`src/rtl/hazard_controller.sv`:
```
// hazard_controller
//   Pipeline sequencing controller for the 5-stage MIPS core. Produces stall
//   and flush controls for PC, IF/ID and ID/EX for the hazards forwarding
//   cannot resolve: load-use, taken branches/jumps and MDU occupancy.
//
//   Build option: define HAZARD_STATS_EN to build the saturating 16-bit
//   StallCount / FlushCount performance counters. Without it both ports
//   read 0 and no counter logic exists.
//
// Ports
//   clk, rst_n          core clock, asynchronous active-low reset
//   IF_ID_Rs/Rt/UsesRt  source operands of the instruction in ID
//   ID_MduUse, ID_Jump  ID instruction touches HI/LO or MDU, ID jump
//   ID_EX_MemRead/Rt    EX instruction is a load and its destination
//   ID_EX_MduStart/IsDiv EX instruction starts the MDU, div vs mult
//   EX_BranchTaken      branch resolved taken in EX
//   PC_Write, IF_ID_Write, IF_ID_Flush, ID_EX_Flush  pipeline controls
//   MduBusy, MduDone    registered MDU occupancy / last-busy-cycle pulse
//   StallCount, FlushCount  performance counters
//
// MDU occupancy FSM
//   state | meaning
//   IDLE  | MDU free, cnt holds 0
//   BUSY  | MDU occupied, cnt = busy cycles remaining after this one
module hazard_controller #(
    parameter int MUL_LATENCY = 4,
    parameter int DIV_LATENCY = 32
) (
    input  logic        clk,
    input  logic        rst_n,
    input  logic [4:0]  IF_ID_Rs,
    input  logic [4:0]  IF_ID_Rt,
    input  logic        IF_ID_UsesRt,
    input  logic        ID_MduUse,
    input  logic        ID_Jump,
    input  logic        ID_EX_MemRead,
    input  logic [4:0]  ID_EX_Rt,
    input  logic        ID_EX_MduStart,
    input  logic        ID_EX_MduIsDiv,
    input  logic        EX_BranchTaken,
    output logic        PC_Write,
    output logic        IF_ID_Write,
    output logic        IF_ID_Flush,
    output logic        ID_EX_Flush,
    output logic        MduBusy,
    output logic        MduDone,
    output logic [15:0] StallCount,
    output logic [15:0] FlushCount
);

    typedef enum logic {
        IDLE = 1'b0,
        BUSY = 1'b1
    } state_t;

    localparam logic [5:0] MUL_LOAD = 6'(MUL_LATENCY - 1);
    localparam logic [5:0] DIV_LOAD = 6'(DIV_LATENCY - 1);

    state_t     state, state_nxt;
    logic [5:0] cnt, cnt_nxt;
    logic       done_q, done_nxt;

    logic loaduse;
    logic mdustall;
    logic stall;

    // State register
    always_ff @(posedge clk or negedge rst_n) begin
        if (!rst_n) begin
            state  <= IDLE;
            cnt    <= 6'd0;
            done_q <= 1'b0;
        end else begin
            state  <= state_nxt;
            cnt    <= cnt_nxt;
            done_q <= done_nxt;
        end
    end

    // Next-state logic. A start while BUSY simply restarts the count with
    // the new latency. done is precomputed so MduDone is a flop output that
    // is high exactly during the cycle where cnt reads 0.
    always_comb begin
        state_nxt = state;
        cnt_nxt   = cnt;
        done_nxt  = 1'b0;
        if (ID_EX_MduStart) begin
            state_nxt = BUSY;
            cnt_nxt   = ID_EX_MduIsDiv ? DIV_LOAD : MUL_LOAD;
            done_nxt  = (cnt_nxt == 6'd0);
        end else if (state == BUSY) begin
            if (cnt != 6'd0) begin
                cnt_nxt  = cnt - 6'd1;
                done_nxt = (cnt == 6'd1);
            end else begin
                state_nxt = IDLE;
            end
        end
    end

    assign MduBusy = (state == BUSY);
    assign MduDone = done_q;

    // Output logic
    always_comb begin
        loaduse = ID_EX_MemRead && (ID_EX_Rt != 5'd0) &&
                  ((ID_EX_Rt == IF_ID_Rs) || (IF_ID_UsesRt && (ID_EX_Rt == IF_ID_Rt)));
        // HI/LO is readable during the MduDone cycle, hence the ~MduDone.
        mdustall = ID_MduUse && ((MduBusy && !MduDone) || ID_EX_MduStart);
        stall    = loaduse || mdustall;

        PC_Write    = 1'b1;
        IF_ID_Write = 1'b1;
        IF_ID_Flush = 1'b0;
        ID_EX_Flush = 1'b0;
        if (EX_BranchTaken) begin
            // ID holds a wrong-path instruction, so any stall it raised is moot.
            IF_ID_Flush = 1'b1;
            ID_EX_Flush = 1'b1;
        end else if (stall) begin
            // A pending jump is re-evaluated once the stall clears.
            PC_Write    = 1'b0;
            IF_ID_Write = 1'b0;
            ID_EX_Flush = 1'b1;
        end else if (ID_Jump) begin
            IF_ID_Flush = 1'b1;
        end
    end

`ifdef HAZARD_STATS_EN
    always_ff @(posedge clk or negedge rst_n) begin
        if (!rst_n) begin
            StallCount <= 16'd0;
            FlushCount <= 16'd0;
        end else begin
            if (stall && !EX_BranchTaken && (StallCount != 16'hFFFF))
                StallCount <= StallCount + 16'd1;
            if (IF_ID_Flush && (FlushCount != 16'hFFFF))
                FlushCount <= FlushCount + 16'd1;
        end
    end
`else
    assign StallCount = 16'd0;
    assign FlushCount = 16'd0;
`endif

endmodule

```
`config.mk`:
```
export PLATFORM = sky130hd
export DESIGN_NAME = hazard_controller
export DESIGN_NICKNAME = d
export VERILOG_FILES = /design/src/rtl/hazard_controller.sv
export SDC_FILE = /design/constraint.sdc
export NUM_CORES = 1
export LEC_CHECK = 0
export BUFFER_PORTS_ARGS = -buffer_cell sky130_fd_sc_hd__buf_2
export CAP_MARGIN = 10
export CORE_MARGIN = 5
export CORE_UTILIZATION = 46
export CTS_BUF_LIST = sky130_fd_sc_hd__clkbuf_4
export DETAILED_ROUTE_END_ITERATION = 8
export PLACE_DENSITY = 0.88
export SLEW_MARGIN = 20
export SYNTH_ARGS = -nofsm -noshare
export SYNTH_HDL_FRONTEND = slang
export SYNTH_SLANG_ARGS = --single-unit
export TNS_END_PERCENT = 50
```
`constraint.sdc`:
```
create_clock -name clk -period 2.4 [get_ports clk]
set_clock_uncertainty 0.1 [all_clocks]
set_input_delay 0.36 -clock clk [delete_from_list [all_inputs] [get_ports clk]]
set_output_delay 0.36 -clock clk [all_outputs]
set_load 0.01 [all_outputs]
```
Word level (Yosys, flattened, before mapping)
Index checks and enable logic that the tools add are counted.
{"block": "classes", "bitwise": 0, "n_div": 0, "reduce_logical": 15, "shifts": 0, "multipliers": 0, "n_addsub": 1, "mux": 17, "n_lt_le_gt_ge": 0, "n_eq_ne": 3}
{"op": "two-way mux 6 bit", "n": 3}
{"op": "two-way mux 1 bit", "n": 13}
{"op": "== test 5 bit", "n": 2}
{"op": "== test 6 x 1 -> 1 bit, second input constant", "n": 1}
{"op": "zero test 6 bit", "n": 1}
{"op": "nonzero test 6 bit", "n": 1}
{"op": "subtractor 6 x 1 -> 6 bit, second input constant", "n": 1}
{"op": "logical AND 1 bit", "n": 5}
{"op": "two-way mux 5 bit", "n": 1}
{"op": "nonzero test 5 bit", "n": 1}
{"op": "nonzero test 2 bit", "n": 2}
{"op": "logical OR 1 bit", "n": 3}
{"op": "AND reduction 2 bit", "n": 1}
{"op": "zero test 1 bit", "n": 1}
{"block": "totals", "mem_bits_ro": 0, "word_cells": 39, "regBits": 8, "latch_bits": 0, "mem_bits_rw": 0, "inputBits": 24, "n_memories": 0}

Longest topological paths before layout
Gate-level depths: netlist of the first run.
{"block": "logic_depth", "ltp_word": 7, "ltp_mapped": 6, "mapped_depth_nobuf": 6}

Worst setup path after synthesis of the first run
No wires, ideal clock.
{"block": "synth_path", "path_kind": "register to output", "from": "reg state (netlist: MduBusy)", "to": "out PC_Write", "stages_incl_launch_ff": 5, "setup_slack_ns": 0.652, "t_arrival_ns": 1.288, "n_path_buf": 1, "cell_sequence": "dfrtp_1 -> nor2b_1 -> o211a_1 -> a21oi_1 -> buf_4"}
{"block": "synth_between", "elab_chain_cells": 6}
{"item": "start: declaration", "line_no": "59", "text": "state_t state, state_nxt;"}
{"item": "start signal: assignment", "line_no": "74", "text": "state <= state_nxt;"}
{"item": "logical AND 1 bit", "line_no": "109", "text": "mdustall = ID_MduUse && ((MduBusy && !MduDone) || ID_EX_MduStart);"}
{"item": "logical OR 1 bit", "line_no": "109"}
{"item": "logical AND 1 bit", "line_no": "109"}
{"item": "logical OR 1 bit", "line_no": "110", "text": "stall = loaduse || mdustall;"}
{"item": "two-way mux 1 bit (2 in a row)"}
{"item": "end: declaration", "line_no": "41", "text": "output logic PC_Write,"}
No other way between the ends.

Worst setup path after layout of the first run
{"block": "layout_path", "from": "reg state (netlist: MduBusy)", "to": "out IF_ID_Flush"}
{"block": "layout_between", "elab_chain_cells": 6}
{"item": "logical AND 1 bit", "line_no": "109"}
{"item": "logical OR 1 bit", "line_no": "109"}
{"item": "logical AND 1 bit", "line_no": "109"}
{"item": "logical OR 1 bit", "line_no": "110"}
{"item": "two-way mux 1 bit", "line_no": "120", "text": "end else if (stall) begin"}
{"item": "two-way mux 1 bit", "line_no": "116", "text": "if (EX_BranchTaken) begin"}
{"item": "end: declaration", "line_no": "43", "text": "output logic IF_ID_Flush,"}
No other way between the ends.

==> out/qor.yml, run 1 <==
worst_setup_path:
  cp_cell_sequence: "nor2b_1, o211a_1, a211oi_1, buf_2"
  crit_type: "flop to output port"
  startpoint_type: "flop"
  cpMaxStageDelayCell: "dfrtp_1"
  path_delay_family: "flip-flops"
  crit_arrival_ps: 1500
  cpPeakStageDelay_ps: 480
  critical_path_peak_fanout: 7
  crit_required_ps: 1940
  crit_path_end_kind: "output port"
  crit_buf_inv: 1
yosys:
  synthAdderAreaFrac_pct: 4.20
  synth_compound_area_share_pct: 13.9
  syn_area_um2: 893
  synth_top_family_by_area: "buffers and inverters"
  yosysSeqAreaShare_pct: 22.4
  synth.area.top_cells: "buf_4, dfrtp_1, xnor2_1, ha_1, nor2_1"
  ys.flop_type: "dfrtp_1"
  yosysUniqueCellTypes: 29
  synth_edf_count: 0
  muxShareOfSynthArea_pct: 0
  syn_area_per_cell_um2: 8.59
  synthMostInstantiatedCell: "buf_4"
  synth_xor_area_share_pct: 14.7
  async_flop_share_pct: 100
  synth_common_cells: "buf_4, xnor2_1, dfrtp_1"
  synth-simple-area-share_pct: 15.0
  synth_cells: 104
  yosysWarnings: 0
  yosys_register_bits: 8
  yosysTopAreaCell: "buf_4"
  yosysTopAreaCellShare_pct: 27.7
global_route:
  grt_util_all_layers_pct: 11.3
  grt_pass1_wl_um: 2430
  antenna_found_initial: 0
  grt-ovfl-total: 0
  grt_max_degree: 12
  grt_pass1_vias: 603
clocking:
  root_buffer: "clkbuf_4"
  cts_sinks: 8
  htreeDepth: 1
  cts_tree: "yes"
  cts_made_buffers: 3
  insertion_delay_ps: 250
  cts_resized: 0
  clockBufferDepth: 2
  clkTransAtPathRegs_ps: 50
  post-cts-setup-buffers: 0
  holdBufCountCts: 1
drt:
  wl_per_cell_um: 10.5
  routed_wl_um: 1690
  viasPerCell: 4.24
  ant_nets: 0
  dr.first_iter.drc_count: 8
  dr.pass1.iters: 3
  drc: 0
  vias: 683
cells_and_area:
  instances_no_fill: 161
  syn2layout_area_growth_pct: 8.54
  fin_area_um2: 970
  n_antenna_cell: 0
  seqCellArea_um2: 200
  multi_input_area_um2: 547
  drive_gt1_share_pct: 27.6
  fillers: 193
  utilization_pct: 51.0
  nets: 163
timing:
  rsz0062_at_grt: "false"
  hold_viol_final: 0
  fmax_ghz: 0.510
  fin_setup_tns_ps: 0
  fin_crit_sh_pct: 81.7
  setup_viol: 0
  min_period_ps: 1960
  maxSlewViolCount: 0
run_status:
  status: "finished, final reports clean"
power:
  power_density_nw_per_um2: 398
  sw_frac_of_total_pct: 33.5
  p_int_w: 0.000256
  comb_power_share_pct: 33.2
  power_frac_seq_pct: 40.4
  p_switching_w: 0.000129
  peakVddDrop_mv: 0.281
  p_leak_nw: 0.476
  total_power_w: 0.000386
  clkPwrFrac_pct: 26.4
die:
  die_h_um: 54.1
  die_w_um: 54.1
  core_region_area_um2: 1900
  boundaryPins: 62
  fp-row-count: 16
  initial_core_util_pct: 47.0
  die_area_um2: 2920
placed_design:
  place_congestion: 0.821
  post-dp-hpwl_um: 1470
  portBuffers: 29
  placed_cells: 157
  place_area_um2: 937
job:
  drv_cap: 0
worst_hold_path:
  hp-class: "input port to flop"
[power groups by stage]
stage          clock [W]  combinational [W]  sequential (W)
6_report        0.000102           0.000128        0.000156
3_5_place_dp           0           0.000126        0.000158
2_1_floorplan          0           0.000126        0.000156
3_3_place_gp           0           0.000122        0.000158
5_1_grt         0.000113           0.000145        0.000157
4_1_cts         0.000104           0.000128        0.000156
[path summary, 6_finish.rpt]
check	slack [ps]	endpoint	depth (start not counted)	startpoint
setup reg to reg	770	cnt[1]	4	cnt[4]
setup / recovery	440	IF_ID_Flush	4	MduBusy
hold reg to reg	460	cnt[1]	1	cnt[1]
min in group asynchronous	380	cnt[2]	2	rst_n
max in group asynchronous	1660	cnt[5]	2	rst_n
hold / removal	310	cnt[5]	2	ID_EX_MduStart
[layer usage]
layer | vias up | track usage (%) | wire length, µm
li1 | 339 | - | -
met1 | 299 | 12.5 | 640
met2 | 43 | 21.0 | 769
met3 | 2 | 3.32 | 265
met4 | 0 | 2.49 | 11
met5 | - | 0 | 0
[worst reg2reg max path: cells and delay by family (launching register included)]
family,cells,cell delay [ps]
compound gates,2,500
flops,1,410
simple gates,2,500
[registers in the layout, indices dropped and copies added (netlist names)]
name / count
cnt: 6
MduBusy: 1
MduDone: 1
[cells by family (layout without fill, tap and decap cells)]
group | count (synthesis) | after routing
xor+xnor | 15 | 15
buf+inv | 37 | 36
compound gates | 14 | 14
other cells | 1 | 32
fa+ha+maj | 3 | 3
simple gates | 26 | 26
flops | 8 | 8
[final cells by class]
type,count,area share [%]
clock buffer,3,2.32
inverter,3,1.16
multi-input combinational,90,56.4
sequential,8,20.6
tap,27,3.48
timing repair buffer,30,16.0
[cells in the final DEF, fill, tap and decap left out, drive strengths merged]
cell / n
a211o: 1
a211oi: 1
a21oi: 1
a31o: 1
and3: 1
buf: 29
clkbuf: 3
conb: 32
dfrtp: 8
dlygate4sd3: 1
ha: 3
inv: 3
nand2: 5
nand2b: 4
nand3: 1
nand4: 2
nor2: 7
nor2b: 1
nor3: 4
o2111ai: 1
o211a: 1
o211ai: 2
o21a: 3
o21ai: 2
o22ai: 1
or3: 1
xnor2: 14
xor2: 1
[through the flow]
step	setup slack, ps	hold slack, ps
after detailed placement	586	111
after CTS	432	307
after global routing	347	336
after global placement	586	106
final	440	311
after floorplan	652	-35.6
No activity file was read; power rests on OpenSTA's default activity.
==> run 2, diff against run 1 <==
--- a/config.mk
+++ b/config.mk
@@ -8,10 +8,10 @@
 export BUFFER_PORTS_ARGS = -buffer_cell sky130_fd_sc_hd__buf_2
 export CAP_MARGIN = 10
 export CORE_MARGIN = 5
-export CORE_UTILIZATION = 46
+export CORE_UTILIZATION = 42
 export CTS_BUF_LIST = sky130_fd_sc_hd__clkbuf_4
 export DETAILED_ROUTE_END_ITERATION = 8
-export PLACE_DENSITY = 0.88
+export PLACE_DENSITY = 0.81
 export SLEW_MARGIN = 20
 export SYNTH_ARGS = -nofsm -noshare
 export SYNTH_HDL_FRONTEND = slang
==> constraint.sdc (replaced) <==
create_clock -name clk -period 1.94 [get_ports clk]
set_clock_uncertainty 0.1 [all_clocks]
set_input_delay 0.291 -clock clk [delete_from_list [all_inputs] [get_ports clk]]
set_output_delay 0.291 -clock clk [all_outputs]
set_load 0.01 [all_outputs]
==> run 2 against run 1 <==
- register-to-register slack lost 450 ps
- non-clock buffer count rose by 1
- setup slack lost 240 ps
- sequential power up 24%
- total power rose by 25%
- count of clock-buffer cells in the layout unchanged
- largest power group unchanged
- critical path type unchanged
- combinational power up 24%
- cell count grew 0.62%
- clock power increased by 26%
==> out/qor.yml, run 2 (synthesis gave the netlist of run 1 again) <==
run_status:
  status: "finished, final reports clean"
cells_and_area:
  syn2layout_area_growth_pct: 9.38
  n_antenna_cell: 0
  instances_no_fill: 162
  largest_reg_flops: 6
  seqCellArea_um2: 200
  nets: 164
  drive_gt1_share_pct: 28.1
  fillers: 198
  multi_input_area_um2: 547
  final_common_cell: "conb_1"
  registers.top_by_ff_count: "cnt"
  final_cell_mix: "conb_1, buf_2, xnor2_1, dfrtp_1, nor2_1"
clocking:
  cts_sinks: 8
  root_buffer: "clkbuf_4"
  clkTransAtPathRegs_ps: 50
  htreeDepth: 1
  clockBufferDepth: 2
  post-cts-setup-buffers: 0
  cts_tree: "yes"
  cts_made_buffers: 3
  insertion_delay_ps: 250
die:
  die_area_um2: 3150
  boundaryPins: 62
  initial_core_util_pct: 44.6
  fp-row-count: 16
  die_w_um: 56.1
  core_region_area_um2: 2000
  die_h_um: 56.1
drt:
  dr.first_iter.drc_count: 17
  viasPerCell: 4.33
  dr.pass1.iters: 4
  routed_wl_um: 1760
  ant_nets: 0
  drc: 0
  wl_per_cell_um: 10.9
  vias: 702
job:
  drv_cap: 0
timing:
  hold_viol_final: 0
  fin_setup_tns_ps: 0
  fin_hold_ws_ps: 238
  rsz0062_at_grt: "false"
  fmax_ghz: 0.575
  timing.final.ws_setup_ps: 199
  fin_crit_sh_pct: 89.7
  setup_viol: 0
  maxSlewViolCount: 0
  min_period_ps: 1740
worst_setup_path:
  cpPeakStageDelay_ps: 390
  crit_required_ps: 1550
  crit_arrival_ps: 1350
  startpoint_type: "flop"
  cpMaxStageDelayCell: "dfrtp_1"
  crit_type: "flop to output port"
  crit_path_end_kind: "output port"
  critical_path_peak_fanout: 2
  cp_cell_sequence: "nor2b_1, o211a_1, a211oi_1, buf_2"
global_route:
  grt_util_all_layers_pct: 11.1
  grt-ovfl-total: 0
  antenna_found_initial: 0
  grt_max_degree: 12
  grt_pass1_wl_um: 2820
  grt_pass1_vias: 661
placed_design:
  placed_cells: 158
  post-dp-hpwl_um: 1540
  place_congestion: 0.935
  dp_slack_ps: 248
  portBuffers: 29
power:
  p_leak_nw: 0.481
  power_density_nw_per_um2: 493
  peakVddDrop_mv: 0.310
worst_hold_path:
  hp-class: "input port to flop"
[run 2: cell count changes in the layout (fill, tap and decap cells not counted), sizes merged]
| cell | before | now |
|---|---|---|
| buf | 29 | 30 |
[run 2: area by class of cell]
| type | count | area share, % |
|---|---|---|
| multi-input combinational | 90 | 56.0 |
| sequential | 8 | 20.5 |
| timing repair buffer | 31 | 16.6 |
| tap | 27 | 3.46 |
| clock buffer | 3 | 2.30 |
| inverter | 3 | 1.15 |
[run 2: final timing paths]
| check | start | endpoint | slack, ps | depth (start not counted) |
|---|---|---|---|---|
| setup / recovery | MduBusy | IF_ID_Flush | 200 | 4 |
| hold / removal | ID_EX_MduStart | cnt[5] | 240 | 2 |
| setup reg to reg | cnt[2] | cnt[1] | 320 | 4 |
| hold reg to reg | cnt[5] | MduDone | 460 | 3 |
| max in group asynchronous | rst_n | cnt[4] | 1270 | 2 |
| min in group asynchronous | rst_n | MduBusy | 310 | 2 |
[run 2: worst max-delay path: cells and delay by family (launching register included)]
family	cells	cell delay [ps]
DFF	1	390
buffers and inverters	1	160
and+or+nand+nor	1	150
AOI/OAI and AO/OA	2	410
[run 2: where the power goes]
part | leakage [nW] | total (W) | switching (W) | internal (W)
registers | 0.0909 | 0.000193 | 0.0000145 | 0.000179
clock network | 0.0138 | 0.000129 | 0.0000584 | 0.0000709
logic | 0.376 | 0.000159 | 0.0000911 | 0.0000676
total | 0.481 | 0.000481 | 0.000164 | 0.000317
[run 2: metal layers]
metal  global-route usage, %  vias to the layer above  part of all wire, %  wire [µm]
li1                        -                      342                    -          -
met1                    10.3                      307                   35        624
met2                    20.0                       50                   47        830
met3                    5.34                        3                   16        282
met4                    5.08                        0                  1.4         24
met5                       0                        -                    0          0
[run 2: metrics by stage]
step                cell area, µm²  utilization [%]  total power, W
global route                   977             48.8        0.000516
floorplan                     1010                -        0.000350
global placement               945             47.2        0.000346
detailed placement             945             47.2        0.000351
finish                         977             48.8        0.000481
CTS                            977             48.8        0.000486
[run 2: timing repair]
| item | CTS | global route |
|---|---|---|
| hold endpoints to repair | 8 | 0 |
| resized for setup | 0 | 0 |
| hold buffers | 1 | 0 |
==> run 3, diff against run 2 <==
--- a/config.mk
+++ b/config.mk
@@ -7,10 +7,10 @@
 export LEC_CHECK = 0
 export BUFFER_PORTS_ARGS = -buffer_cell sky130_fd_sc_hd__buf_2
 export CAP_MARGIN = 10
-export CORE_MARGIN = 5
 export CORE_UTILIZATION = 42
 export CTS_BUF_LIST = sky130_fd_sc_hd__clkbuf_4
 export DETAILED_ROUTE_END_ITERATION = 8
+export MAX_ROUTING_LAYER = met4
 export PLACE_DENSITY = 0.81
 export SLEW_MARGIN = 20
 export SYNTH_ARGS = -nofsm -noshare
==> run 3 against run 2 <==
- maximum frequency shrank 0.71%
- die area shrank 26%
- cell count is the same
- register-to-register slack is essentially flat
- critical path depth is the same
- clock power is essentially flat
- highest routed layer unchanged
- via count shrank 1.1%
==> out/qor.yml, run 3 (synthesis gave the netlist of run 1 again) <==
run_status:
  status: "finished, final reports clean"
drt:
  ant_nets: 0
  dr.pass1.iters: 4
  dr.first_iter.drc_count: 7
  drc: 0
  routed_wl_um: 1530
  vias: 694
  wl_per_cell_um: 9.44
  viasPerCell: 4.28
cells_and_area:
  drive_gt1_share_pct: 28.1
  final_common_cell: "conb_1"
  syn2layout_area_growth_pct: 9.38
  registers.top_by_ff_count: "cnt"
  n_antenna_cell: 0
  utilization_pct: 49.3
  nets: 164
  seqCellArea_um2: 200
  multi_input_area_um2: 547
  instances_no_fill: 162
  largest_reg_flops: 6
  final_cell_mix: "conb_1, buf_2, xnor2_1, dfrtp_1, nor2_1"
  fillers: 196
global_route:
  grt_util_all_layers_pct: 12.6
  grt_pass1_wl_um: 1900
  grt-ovfl-total: 0
  grt_max_degree: 12
  antenna_found_initial: 0
  grt_pass1_vias: 522
clocking:
  post-cts-setup-buffers: 0
  cts_sinks: 8
  cts_made_buffers: 3
  htreeDepth: 1
  clockBufferDepth: 2
  insertion_delay_ps: 250
  root_buffer: "clkbuf_4"
  cts_tree: "yes"
  cts_resized: 0
  clkTransAtPathRegs_ps: 60
timing:
  maxSlewViolCount: 0
  fin_setup_tns_ps: 0
  setup_viol: 0
  rsz0062_at_grt: "false"
  fin_crit_sh_pct: 90.4
  hold_viol_final: 0
  fin_hold_ws_ps: 234
  min_period_ps: 1750
  fmax_ghz: 0.570
placed_design:
  post-dp-hpwl_um: 1290
  portBuffers: 29
  placed_cells: 158
  place_congestion: 0.889
worst_setup_path:
  crit_type: "flop to output port"
  critical_path_peak_fanout: 2
  crit_required_ps: 1550
  crit_path_end_kind: "output port"
  startpoint_type: "flop"
  crit_arrival_ps: 1360
die:
  fp-row-count: 16
  die_w_um: 48.1
  core_region_area_um2: 1980
  die_area_um2: 2320
  initial_core_util_pct: 45.1
  boundaryPins: 62
  die_h_um: 48.1
job:
  drv_cap: 0
power:
  peakVddDrop_mv: 0.271
  power_density_nw_per_um2: 488
  p_leak_nw: 0.481
worst_hold_path:
  hp-class: "input port to flop"
==> run 3: cell counts in the layout (fill, tap and decap cells not counted) <==
No cell type changed its count.
==> run 3: metal layers <==
metal | up-vias | global-route usage [%] | share of wire (%)
li1 | 342 | - | -
met1 | 308 | 11.9 | 42
met2 | 42 | 23.8 | 50
met3 | 2 | 1.11 | 8.2
met4 | 0 | 8.33 | 0.26
met5 | - | - | 0
==> run 3: worst paths after layout <==
path                           startpoint           to  slack, ps  cells past startpoint
max reg2reg                        cnt[2]       cnt[1]        330                      4
min                        ID_EX_MduStart       cnt[5]        230                      2
min reg2reg                        cnt[5]      MduDone        460                      3
min in group asynchronous           rst_n       cnt[0]        300                      2
max in group asynchronous           rst_n      MduBusy       1270                      2
max                               MduBusy  IF_ID_Flush        190                      4
==> run 3: cell type report <==
cell class,instances,area share (%)
multi-input cells,90,56.0
inverters,3,1.15
well taps,27,3.46
flip-flops and latches,8,20.5
repair buffers,31,16.6
clock buffers,3,2.30
==> run 3: repair_timing <==
action / 4_1_cts / 5_1_grt
hold endpoints to repair: 8 / 0
setup endpoints to repair: 0 / 0
hold buffers: 1 / 0
==> run 3: worst max-delay path, stage by stage (launching register included) <==
cell and delay, ps:
dfrtp_1 380, nor2b_1 140, o211a_1 220, a211oi_1 210, buf_2 170
==> run 3: per-stage QoR <==
stage | setup WS (ps) | cell area (µm²) | power (W)
CTS | 177 | 977 | 0.000482
floorplan | 261 | 1010 | 0.000350
global route | 111 | 977 | 0.000510
global placement | 318 | 945 | 0.000346
detailed placement | 293 | 945 | 0.000351
finish | 187 | 977 | 0.000477
==> run 3: report_power, final <==
group          internal (W)  switching, W
sequential         0.000179     0.0000139
combinational     0.0000680     0.0000899
clock             0.0000707     0.0000557
total              0.000318      0.000159
